$ cat config.mk
export PLATFORM = sky130hd
export DESIGN_NAME = interrupt_controller
export DESIGN_NICKNAME = d
export VERILOG_FILES = /design/src/rtl/interrupt_controller.sv
export SDC_FILE = /design/constraint.sdc
export NUM_CORES = 1
export LEC_CHECK = 0
export ABC_AREA = 0
export CAP_MARGIN = 20
export CORE_ASPECT_RATIO = 0.75
export CORE_UTILIZATION = 24
export DETAILED_ROUTE_END_ITERATION = 16
export PLACE_DENSITY_LB_ADDON = 0.2
export SETUP_SLACK_MARGIN = 0.3
export SYNTH_ARGS = -nofsm -noshare
export SYNTH_HDL_FRONTEND = slang
export SYNTH_SLANG_ARGS = --single-unit
$ cat constraint.sdc
create_clock -name clk -period 1.5 [get_ports clk]
set_input_delay 0.3 -clock clk [delete_from_list [all_inputs] [get_ports clk]]
set_output_delay 0.3 -clock clk [all_outputs]
set_load 0.02 [all_outputs]
$ cat src/rtl/interrupt_controller.sv
// Interrupt controller: synchronises the raw request lines, latches rising
// edges as pending, applies a software mask and runs a non-nesting
// request/acknowledge/return handshake with the CPU core.
//
// state      | meaning
// -----------+-----------------------------------------------------------
// ST_IDLE    | no interrupt in service; int_req follows pending & mask
// ST_SERVICE | CPU is running the handler of line int_id; waits for int_ret

module interrupt_controller #(
  parameter int               N_IRQ         = 8,
  parameter int               SYNC_STAGES   = 2,
  parameter int               PC_W          = 10,
  parameter logic [PC_W-1:0]  VECTOR_BASE   = 10'h3C0,
  parameter int               VECTOR_STRIDE = 4,
  parameter logic [N_IRQ-1:0] RESET_MASK    = 8'h00
) (
  input  logic             clk,
  input  logic             reset,
  input  logic [N_IRQ-1:0] interruptions,
  input  logic             mask_we,
  input  logic [N_IRQ-1:0] mask_in,
  input  logic             int_ack,
  input  logic             int_ret,
  output logic             int_req,
  output logic [PC_W-1:0]  int_vector,
  output logic             int_active,
  output logic [2:0]       int_id,
  output logic [N_IRQ-1:0] pending,
  output logic [N_IRQ-1:0] mask
);

  typedef enum logic {
    ST_IDLE,
    ST_SERVICE
  } state_t;

  state_t           state;
  logic [N_IRQ-1:0] sync_q [SYNC_STAGES];
  logic [N_IRQ-1:0] hist_q;
  logic [N_IRQ-1:0] edge_vec;
  logic [N_IRQ-1:0] req_vec;
  logic [N_IRQ-1:0] clr_vec;
  logic [2:0]       winner;
  logic [2:0]       vec_sel;
  logic             ack_take;

  // Synchroniser chain per line plus one history flop for edge detection.
  always_ff @(posedge clk or posedge reset) begin
    if (reset) begin
      for (int s = 0; s < SYNC_STAGES; s++) sync_q[s] <= '0;
      hist_q <= '0;
    end else begin
      sync_q[0] <= interruptions;
      for (int s = 1; s < SYNC_STAGES; s++) sync_q[s] <= sync_q[s-1];
      hist_q <= sync_q[SYNC_STAGES-1];
    end
  end

  assign edge_vec = sync_q[SYNC_STAGES-1] & ~hist_q;
  assign req_vec  = pending & mask;

  // Lowest-index enabled pending line wins; defaults to 0 when none.
  always_comb begin
    winner = '0;
    for (int i = N_IRQ - 1; i >= 0; i--) begin
      if (req_vec[i]) winner = 3'(i);
    end
  end

  assign int_req    = (state == ST_IDLE) && (|req_vec);
  assign int_active = (state == ST_SERVICE);
  assign ack_take   = int_ack && int_req;
  assign clr_vec    = ack_take ? (N_IRQ'(1) << winner) : '0;

  // Vector tracks the winner while idle and is frozen on int_id in service.
  always_comb begin
    vec_sel    = (state == ST_SERVICE) ? int_id : winner;
    int_vector = VECTOR_BASE + PC_W'(vec_sel) * PC_W'(VECTOR_STRIDE);
  end

  // Handshake FSM with pending and mask registers; a new edge overrides the
  // ack clear so a re-trigger during the ack cycle is not lost.
  always_ff @(posedge clk or posedge reset) begin
    if (reset) begin
      state   <= ST_IDLE;
      pending <= '0;
      mask    <= RESET_MASK;
      int_id  <= '0;
    end else begin
      pending <= (pending & ~clr_vec) | edge_vec;
      if (mask_we) mask <= mask_in;
      case (state)
        ST_IDLE: begin
          if (ack_take) begin
            int_id <= winner;
            state  <= ST_SERVICE;
          end
        end
        ST_SERVICE: begin
          if (int_ret) state <= ST_IDLE;
        end
        default: state <= ST_IDLE;
      endcase
    end
  end

endmodule

==> results.tsv <==
metric	value	unit
Post-Place Cell Area	2610	µm²
GPL Wtd Cong	0.786	
r2r worst-path depth	8	
Yosys warning count	0	
FF-to-FF setup slack	-0.15	ns
largest net degree at the start of global routing	45	
DR vias	1417	
Post-Synth Simple-Gate Area	9.57	%
cells after synthesis	138	
gr usage total	13.0	%
mux cell area share after synthesis	5.22	%
prevailing post-synth register cell	dfrtp_1	
FF+latch count, synth	44	
Synth Area in Adders	0	%
worst hold endpoint	sync_q[1]$_DFF_PP0_	
vias in the first global route	1491	
IO Pins	52	
Clock Latency Late Sink	0.29	ns
crit path from	pending[5]$_DFF_PP0_	
main combinational cell family by area after synthesis	compound AO/OA/AOI/OAI gates	
TritonCTS clock tree	yes	
Mapped Area	1730	µm²
DR iter-0 viols	48	
chip height	75.4	µm
Hold Path Depth	0	
Max-Cap Viols	0	
cts bufs inserted	5	
CP Launch Type	register	
Met3 Wirelength	255	µm
clock sink total	44	
Pleak	0.00144	µW
worst hold slack	0.353	ns
failing checks	setup timing	
initial core utilization	25.0	%
critical path endpoint category	primary output	
Clock Path Buffers	2	
RSZ-0062 raised after global routing	yes	
share of cells above drive strength 1	62.7	%
Final period util	119	%
# nets final	269	
drt pass-1 iters	4	
clock-pin slew on the worst setup and hold paths	0.08	ns
Top Metal Used	met4	
Max Clk Rate	0.561	GHz
routed wire length per instance	12.8	µm
grt ovf	0	
CP Data Arrival Time	1.48	ns
Compound-Gate Fraction of Synth Area	14.2	%
DP Wirelength	2.93	mm
first-pass GRT wire length	7.29	mm
# diodes	0	
worst hold start	sync_q[9]$_DFF_PP0_	
initial antenna violation count	0	
Max FO, Critical Path	4	
endpoints failing setup	9	
Finished Cell Area	3230	µm²
Fill cells	624	
met2 WL	1.96	mm
Max Slew Vio Count	0	
min Tclk post-route	1.78	ns
die width	99.9	µm
Netlist cell types	32	
total power	3690	µW
Layout area overhead	87.0	%
Residual DRC	0	
row count	26	
fin util	46.8	%
number of flops mapped to enable cells by yosys	0	
CORE AREA	6900	µm²
mean area per synthesized cell	12.5	µm²
hold buffers post-CTS	0	
kind of critical path	register to primary output	
antenna viol nets, final	0	
H-tree Lvls	2	
RR Endpoint	int_id[0]$_DFFE_PP0P_	
DR vias/cell	4.08	
Port-buffer cells	44	
power density over cell area	1140	nW/µm²
clk_skew	0.00298	ns
clock root buffer	clkbuf_8	
Hold WC Path Type	register to register	
register area share after synthesis	63.8	%
Hold Vio Cnt, Final	0	
final setup margin	-0.283	ns
die area	7540	µm²
data required time at the worst endpoint	1.20	ns
WL met1	2.17	mm
Synth async-reset ratio	100	%
XOR/XNOR Fraction of Synth Area	0	%
R2R Path Start	pending[5]$_DFF_PP0_	
Max rail drop VDD	0.000424	V
status	finished with violations	
final WL	4.43	mm
report_power, final:
group	internal [µW]	switching, µW	total [µW]
Combinational	735	603	1340
Sequential	1300	92.6	1390
Clock	545	413	957
cell usage after synthesis, types with 2 or more instances:
cell / instances / area [µm²]
conb_1: 2 / 7.51
buf_6: 2 / 22.5
o21ai_0: 6 / 30.0
mux2_2: 8 / 90.1
a221o_1: 2 / 20.0
o31ai_1: 2 / 15.0
a22o_1: 6 / 52.6
inv_1: 10 / 37.5
a21oi_1: 5 / 25.0
a32o_1: 2 / 20.0
dfrtp_1: 44 / 1100
nand2_1: 16 / 60.1
nor2_1: 4 / 15.0
buf_4: 7 / 52.6
nand3_1: 5 / 25.0
per-stage QoR:
step	cells	setup TNS, ns	setup slack, ns
after CTS	338	-1.31	-0.303
after global placement	313	-2.49	-0.453
final	347	-1.61	-0.283
after detailed placement	313	-2.47	-0.475
after global routing	347	-2.29	-0.355
after floorplan	143	0	0.0213
how the worst max path moves through the flow:
stage,cells after the start,slack [ns],to
global placement,5,-0.45,int_vector[2]
detailed placement,5,-0.48,int_vector[2]
finish,5,-0.28,int_vector[3]
CTS,5,-0.30,int_vector[3]
floorplan,4,0.02,int_vector[4]
global route,5,-0.35,int_vector[3]
cells by family (layout without fill, tap and decap cells):
| family | after synthesis | after routing |
|---|---|---|
| AO/OA/AOI/OAI | 31 | 31 |
| AND/OR/NAND/NOR | 33 | 33 |
| flip-flops | 44 | 44 |
| buffers and inverters | 20 | 126 |
| other | 2 | 7 |
| multiplexers | 8 | 8 |
per-layer routing:
metal	track usage (%)	vias up
met5	0	-
met4	4.74	0
met1	16.9	675
li1	-	687
met2	20.6	51
met3	4.22	4
worst max-delay path, cell delays in order, from the launching register on:
cell and delay (ns):
dfrtp_2 0.43, a22o_1 0.27, nor2_2 0.14, o21ai_2 0.08
o21ai_2 0.13, buf_6 0.13
layout make-up:
class	count	area [µm²]	share of cell area, %
Timing Repair Buffer	108	1110	34.3
Clock inverter	2	38.8	1.20
Clock buffer	6	82.6	2.56
Sequential cell	44	1120	34.7
Multi-Input combinational cell	79	714	22.1
Tap cell	98	123	3.80
Inverter	10	41.3	1.28
flip-flops by register name, indices dropped and copies added (netlist names):
| signal | cells |
|---|---|
| int_id | 3 |
| mask | 8 |
| hist_q | 8 |
| int_active | 1 |
| sync_q | 16 |
| pending | 8 |
repair_timing:
action	CTS	global route
endpoints found under the hold margin	0	0
gates resized for setup	192	17
setup buffers	17	9
setup endpoints to repair	36	34
pin swaps	18	5
cells in the final DEF (no fill, tap or decap), types with 2 or more instances in the layout:
| cell type | n |
|---|---|
| buf_6 | 61 |
| buf_2 | 3 |
| a21oi_2 | 3 |
| dfrtp_2 | 15 |
| nor2_2 | 2 |
| conb_1 | 7 |
| a221o_1 | 2 |
| buf_4 | 22 |
| nor2_1 | 2 |
| a22o_4 | 2 |
| nand3_2 | 4 |
| nand2_4 | 4 |
| o21ai_1 | 2 |
| nand2_2 | 3 |
| inv_1 | 9 |
| clkdlybuf4s50_1 | 20 |
| mux2_2 | 8 |
| dfrtp_1 | 29 |
| a32o_2 | 2 |
| nand2_1 | 9 |
| clkbuf_8 | 6 |
| o21ai_2 | 4 |
| a22o_1 | 4 |
| buf_12 | 2 |
| a21oi_1 | 2 |
Note: power is estimated with default switching activity, not from simulation.
